File: src/rtl/pc_sequencer_ras.sv
// pc_sequencer_ras: PC register and next-PC selection for the multicycle core, with a
// circular return-address stack (RAS) for JAL-with-link / RET.
//
// Ports:
//   clk_i          rising-edge clock
//   reset_i        synchronous active-high reset (overrides pc_en_i)
//   pc_en_i        commit strobe; PC, RAS and error flag update only when high
//   instruction_i  current instruction word (immediate offset fields in the low bits)
//   zero_flag_i    ALU zero result, qualifies BEQ
//   branch_i       BEQ control
//   jal_i          JAL control
//   link_i         with jal_i: push pc+1 on the RAS
//   ret_i          return: pop the RAS and jump to the popped address
//   pc_o           current PC (registered)
//   next_pc_o      combinational preview of the PC after the next commit
//   ras_empty_o    RAS holds no entries
//   ras_full_o     RAS holds RAS_DEPTH entries
//   ras_err_o      sticky overflow/underflow flag, cleared only by reset
module pc_sequencer_ras #(
    parameter int unsigned PC_W      = 16,
    parameter int unsigned JAL_IMM_W = 9,
    parameter int unsigned BR_IMM_W  = 6,
    parameter int unsigned RAS_DEPTH = 4,
    parameter logic [PC_W-1:0] RESET_PC = '0
) (
    input  logic            clk_i,
    input  logic            reset_i,
    input  logic            pc_en_i,
    input  logic [15:0]     instruction_i,
    input  logic            zero_flag_i,
    input  logic            branch_i,
    input  logic            jal_i,
    input  logic            link_i,
    input  logic            ret_i,
    output logic [PC_W-1:0] pc_o,
    output logic [PC_W-1:0] next_pc_o,
    output logic            ras_empty_o,
    output logic            ras_full_o,
    output logic            ras_err_o
);

    localparam int unsigned PTR_W = $clog2(RAS_DEPTH);
    localparam int unsigned CNT_W = $clog2(RAS_DEPTH + 1);

    logic [PC_W-1:0]  pc_q;
    logic [PTR_W-1:0] top_q;
    logic [CNT_W-1:0] cnt_q;
    logic             err_q;
    logic [PC_W-1:0]  ras_q [RAS_DEPTH];

    logic [PC_W-1:0]  pc_plus1;
    logic [PC_W-1:0]  jal_off;
    logic [PC_W-1:0]  br_off;
    logic [PC_W-1:0]  next_pc;
    logic [PTR_W-1:0] top_inc;
    logic             ras_empty;
    logic             ras_full;
    logic             push;

    assign pc_plus1 = pc_q + PC_W'(1);
    assign jal_off  = {{(PC_W - JAL_IMM_W){instruction_i[JAL_IMM_W-1]}},
                       instruction_i[JAL_IMM_W-1:0]};
    assign br_off   = {{(PC_W - BR_IMM_W){instruction_i[BR_IMM_W-1]}},
                       instruction_i[BR_IMM_W-1:0]};
    assign top_inc  = top_q + PTR_W'(1);

    // Flags come from the registered count only, so they never see the control inputs.
    assign ras_empty = (cnt_q == '0);
    assign ras_full  = (cnt_q == CNT_W'(RAS_DEPTH));

    // ret takes priority over jal, so a simultaneous jal+link never pushes.
    assign push = jal_i & link_i & ~ret_i;

    always_comb begin
        next_pc = pc_plus1;
        if (ret_i) begin
            if (!ras_empty) begin
                next_pc = ras_q[top_q];
            end
        end else if (jal_i) begin
            next_pc = pc_q + jal_off;
        end else if (branch_i && zero_flag_i) begin
            next_pc = pc_q + br_off;
        end
    end

    always_ff @(posedge clk_i) begin
        if (reset_i) begin
            pc_q  <= RESET_PC;
            top_q <= '0;
            cnt_q <= '0;
            err_q <= 1'b0;
        end else if (pc_en_i) begin
            pc_q <= next_pc;
            if (ret_i) begin
                if (!ras_empty) begin
                    top_q <= top_q - PTR_W'(1);
                    cnt_q <= cnt_q - CNT_W'(1);
                end else begin
                    err_q <= 1'b1;
                end
            end else if (push) begin
                top_q <= top_inc;
                // When full the write at top+1 lands on the oldest entry.
                if (ras_full) begin
                    err_q <= 1'b1;
                end else begin
                    cnt_q <= cnt_q + CNT_W'(1);
                end
            end
        end
    end

    // Entry storage needs no reset; the count alone decides what is valid.
    always_ff @(posedge clk_i) begin
        if (!reset_i && pc_en_i && push) begin
            ras_q[top_inc] <= pc_plus1;
        end
    end

    assign pc_o        = pc_q;
    assign next_pc_o   = next_pc;
    assign ras_empty_o = ras_empty;
    assign ras_full_o  = ras_full;
    assign ras_err_o   = err_q;

endmodule

File: config.mk
export PLATFORM = sky130hd
export DESIGN_NAME = pc_sequencer_ras
export DESIGN_NICKNAME = d
export VERILOG_FILES = /design/src/rtl/pc_sequencer_ras.sv
export SDC_FILE = /design/constraint.sdc
export NUM_CORES = 1
export LEC_CHECK = 0
export ABC_AREA = 1
export CAP_MARGIN = 10
export CORE_MARGIN = 1.5
export CORE_UTILIZATION = 55
export DETAILED_ROUTE_END_ITERATION = 10
export DONT_BUFFER_PORTS = 1
export GPL_TIMING_DRIVEN = 1
export PLACE_DENSITY_LB_ADDON = 0.08
export SLEW_MARGIN = 0
export SYNTH_ARGS = -nofsm -noshare
export SYNTH_HDL_FRONTEND = slang
export SYNTH_SLANG_ARGS = --single-unit
File: constraint.sdc
create_clock -name clk_i -period 2.15 [get_ports clk_i]
set_clock_uncertainty 0.05 [all_clocks]
set_input_delay 0.215 -clock clk_i [delete_from_list [all_inputs] [get_ports clk_i]]
set_output_delay 0.215 -clock clk_i [all_outputs]
set_load 0.01 [all_outputs]
==> After elaboration in Yosys (flattened, before gate mapping) <==
Memories as Yosys holds them, arrays and structs flattened. A register that Yosys moved wholly into a read port is not among the register bits.
Cells that the tools add are included.
{ "totals": {"n_memories": 1, "ram_bits": 64, "in_bits": 24, "reg_bits": 22, "wordCells": 48, "out_inout_bits": 35} }
{ "op_classes": {"add_sub_neg": 7, "n_mux": 19, "n_reduce_logical": 10, "n_bitwise": 3, "n_eq_ne": 4} }
{ "memory_table": {"columns": ["memory", "depth", "word_bits", "rd", "rd_ports_with_merged_regs", "wr", "line_no", "source"], "rows": [
  ["ras_q", 4, 16, 1, 1, 1, "49", "logic [PC_W-1:0] ras_q [RAS_DEPTH];"]
]} }
{ "ops": {"columns": ["cell", "n"], "rows": [
  ["2-to-1 mux 16 bit", 4],
  ["adder 16 bit", 2],
  ["adder 16 x 1 -> 16 bit (second input constant)", 1],
  ["2-to-1 mux 3 bit", 4],
  ["2-to-1 mux 2 bit", 5],
  ["AND reduction 4 bit", 2],
  ["2-to-1 mux 1 bit", 6],
  ["inequality test 2 bit (second input constant)", 2],
  ["nonzero test 2 bit", 2],
  ["adder 3 x 1 -> 3 bit (second input constant)", 1],
  ["== test 3 bit (second input constant)", 1],
  ["logical AND 1 bit", 3],
  ["zero test 3 bit", 1],
  ["AND reduction 3 bit", 1],
  ["subtractor 3 x 1 -> 3 bit (second input constant)", 1],
  ["adder 2 x 1 -> 2 bit (second input constant)", 1],
  ["bitwise AND 1 bit", 2],
  ["inequality test 2 x 1 -> 1 bit (second input constant)", 1],
  ["subtractor 2 x 1 -> 2 bit (second input constant)", 1],
  ["zero test 1 bit", 1],
  ["inverter 1 bit", 1]
]} }

==> Logic depth before layout (Yosys ltp) <==
{ "logic_depth": {"word_depth": 6, "mapped_depth": 16} }

==> Worst setup path before layout <==
No wires, ideal clock.
{ "synth_timing": {"path_type": "flip-flop to output port", "from": "register pc_q[0], in the netlist pc_o[0]", "to": "output next_pc_o[6]", "path_stages_with_launch": 12, "path_buffers": 0, "required_time_ns": 1.885, "path_slack_ns": 0.028, "arrival_ns": 1.857, "cell_sequence": "dfxtp_1 -> ha_1 -> fa_1 -> nand2_1 -> nand2_1 -> nand3_1 -> nand2_2 -> or2_0 -> nand3_1 -> o21ai_1 -> o21bai_1 -> nand2_1"} }
{ "synth_between": {"elab_chain_len": 4, "elab_cells_between_ends": 7} }
{ "synth_rtl": {"columns": ["item", "line_no", "source"], "rows": [
  ["start: declaration", "45", "logic [PC_W-1:0] pc_q;"],
  ["start signal: assignment", "94", "pc_q <= next_pc;"],
  ["adder 16 x 1 -> 16 bit or adder 16 bit (tied branches)", "60, 83", null],
  ["2-to-1 mux 16 bit", "82", "end else if (branch_i && zero_flag_i) begin"],
  ["2-to-1 mux 16 bit", "80", "end else if (jal_i) begin"],
  ["2-to-1 mux 16 bit (*)", "76", "if (ret_i) begin"],
  ["end: declaration", "36", "output logic [PC_W-1:0] next_pc_o,"]
]} }
Mark *: on every way between the ends. The rest lies on a longest branch, timed or not.

==> Worst setup path after layout <==
Ends and elaborated chain as after synthesis.

==> flow_summary.toml <==
[place]
io_buffer_count = 0
dpl_cell_area_um2 = 6500
place_hpwl_um = 12500
gp_routability_congestion = 1.06
place.detailed.instances = 973

[worst_hold_path]
hp-start = "pc_en_i"
hold-path-cell-count = 4
min_path_type = "in -> reg"
hold_end = "pc_o[7]"

[synth]
top_flip_flop_cell_by_instance_count_after_synthesis = "edfxtp_1"
yosys.area.top_type_share_pct = 32.7
synth_nets = 832
syn_area_per_cell_um2 = 7.56
post_synth_inst_count = 777
seq_area_frac_synth_pct = 40.9
most_used_standard_cell_by_instance_count_after_synthesis = "nand2_1"
synth.cells.most_frequent = "nand2_1, inv_1, nor2_1"
synth-async-reset-ratio_pct = 0
synth-edff-count = 64
yosys_register_bits = 88
synthDistinctLibCells = 42
synth_warnings = 0
netlist_top_cells_area = "edfxtp_1, nand2_1, dfxtp_1, inv_1, ha_1"
synth_top_area_cell = "edfxtp_1"
syn-cell-area_um2 = 5870

[clock_tree]
htreeDepth = 3
clockRootBuffer = "clkbuf_8"
cts.reportedPaths.clkPinSlew_ps = 90
cts_sink_count = 88
cts_tree = "yes"
cts.path.max_buffers = 2
cts_inserted_buffers = 9
clock_latency_ps = 360

[worst_setup_path]
reg2regPathDepth = 19
reg2reg_to = "pc_o[11]"
critical_path.reg2reg.startpoint = "pc_o[2]"
critical_path_slowest_stage_cell = "dfxtp_2"
crit_path_cell_trace = "ha_4, fa_2, nand2_2, nand2_4, nand3_4, nand2_4, or2_0, nand3_1, o21ai_1, o21bai_2, nand2_2"
crit_path_buf_inv_count = 0
crit_fanout = 5
cp_data_required_time_ps = 1880
critical_path.endpoint_type = "primary output"
crit_path_start = "pc_o[0]"
cp_slowest_stage_delay_ps = 350
critPathTopFamily = "simple AND/OR/NAND/NOR gates"
startpoint_type = "flip-flop"
reg2reg_setup_slack_ps = -140
worstSetupPathType = "reg -> out"
timing.critical_path.arrival_ps = 2230

[sta]
tightest_slew_ps = 684
min_period_over_period_pct = 116
fmax_ghz = 0.401
report.final.hold_viol_count = 0
max-slew-margin-rel_pct = 54.2
post-route-worst-setup-slack_ps = -343
rsz0062_at_grt = "true"
period_minus_slack_ps = 2490
final_max_slew_viol_count = 0
tns_ps = -2920
final-setup-viol-count = 16

[detailed_routing]
routed_wire_length_per_instance_um = 17.6
drt_first_iter_violations = 430
ant_nets = 0
detail_route.vias_per_cell = 5.53
detail_route.drc_violations = 0
vias = 5557
initial_drt_pass_iterations = 6
detail_route.wirelength_um = 17700

[floorplanning]
area_inside_the_core_boundary_um2 = 10300
die_area_um2 = 11300
floorplan.die.height_um = 106
floorplan.initialDensity_pct = 56.9
die_width_um = 106
rows = 37
boundaryPins = 59

[cells_and_area]
final_nets = 919
fin_area_um2 = 7560
final_layout_size_suffix_gt1_share_pct = 28.0
num_antenna_cells = 0
post-route-util_pct = 73.3
area_added_between_synthesis_and_finish_pct = 28.8
post_layout_nonfiller_instances = 1005

[pwr]
leak_pwr_uw = 0.00339
pwr_density_cell_nw_per_um2 = 645
vdd.ir_drop.worst_uv = 338

[status]
violations_in_the_final_reports = "setup timing"
status = "finished, violations left"

[global_routing]
via_count_of_the_first_global_routing_pass = 5480
grt_remaining_overflow = 0
grtUsageMet2_pct = 56.7
top_usage_layer = "met2"
grt_util_met1_pct = 35.5
grt_use_total_pct = 31.3
antenna_found_initial = 0
globalRouteMet3Util_pct = 5.46
pin_count_of_the_biggest_net_entering_global_routing = 21
grt_first_pass_wirelength_um = 27100

[flow_run]
max_cap_viol_count = 0
==> per-stage QoR <==
| step | hold slack, ps | power [uW] | setup WS, ps |
|---|---|---|---|
| after global placement | 246 | 3360 | -82.6 |
| after floorplan | 381 | 2880 | 28.0 |
| after detailed placement | 254 | 3390 | -128 |
| after global routing | 43.4 | 5110 | -485 |
| final | 29.5 | 4870 | -343 |
| after CTS | 14.8 | 4730 | -333 |
==> placed cells by master, fill, tap and decap left out, types with 7 or more instances in the layout <==
cell type	instances
a21oi_1	33
buf_4	79
buf_6	13
clkbuf_8	9
dfxtp_1	8
dfxtp_2	8
dfxtp_4	8
edfxtp_1	64
ha_1	12
ha_4	17
inv_1	109
nand2_1	145
nand2_2	32
nand2_4	14
nand3_1	52
nand3_2	14
nand4_1	8
nor2_1	81
nor2_4	9
o21ai_0	53
o22ai_1	15
xnor2_1	7
xor2_1	9
==> worst max path at each step <==
stage	end	slack (ps)	depth (start not counted)
4_1_cts	next_pc_o[6]	-330	11
2_1_floorplan	next_pc_o[6]	30	11
6_report	next_pc_o[6]	-340	11
3_3_place_gp	next_pc_o[6]	-80	11
5_1_grt	next_pc_o[6]	-480	11
3_5_place_dp	next_pc_o[6]	-130	11
==> sequential cells by signal, summed over array words and instances, names as in the netlist, named ones only <==
register / flops
pc_o: 16
cnt_q: 3
ras_err_o: 1
top_q: 2
ras_q: 64
==> cell families after synthesis <==
group                      count (synthesis)  share of synthesized area (%)
AOI/OAI and AO/OA                        134                           12.5
adders and majority gates                 31                           6.86
xor gates and xnor gates                  18                           2.81
DFF                                       88                           40.9
buffers and inverters                    135                           10.0
and+or+nand+nor                          371                           26.9
==> final cells by class <==
type                    instances  area [um2]
fillers                       793        2760
clock buffers                  10         128
repair buffers                 96         791
multi-input cells             554        3530
flip-flops and latches         88        2440
inverters                     115         435
well taps                     136         170
clock inverters                 6        67.6
==> report_power, final <==
part           switching (uW)  internal [uW]  total (uW)
sequential               82.9           1890        1970
combinational            1030            729        1760
clock                     596            541        1140
total                    1710           3160        4870
==> what timing repair did <==
item / in CTS / in global routing
endpoints found under the setup margin: 20 / 24
setup buffers: 12 / 2
endpoints found under the hold margin: 17 / 0
pin swaps: 21 / 27
gates resized for setup: 116 / 59
hold buffers: 2 / 0
gates cloned: 1 / 0
==> tightest hold or removal path: stages <==
cell	delay, ps
nor2_1	20
nor2_1	80
nand2_1	50
inv_1	40
==> per-layer routing <==
metal / vias up / wire length, um
met1: 2564 / 6880
met3: 57 / 1020
met2: 198 / 8950
li1: 2738 / -
met4: 0 / 835
met5: - / 0
Power figures use the tool's default switching activity.
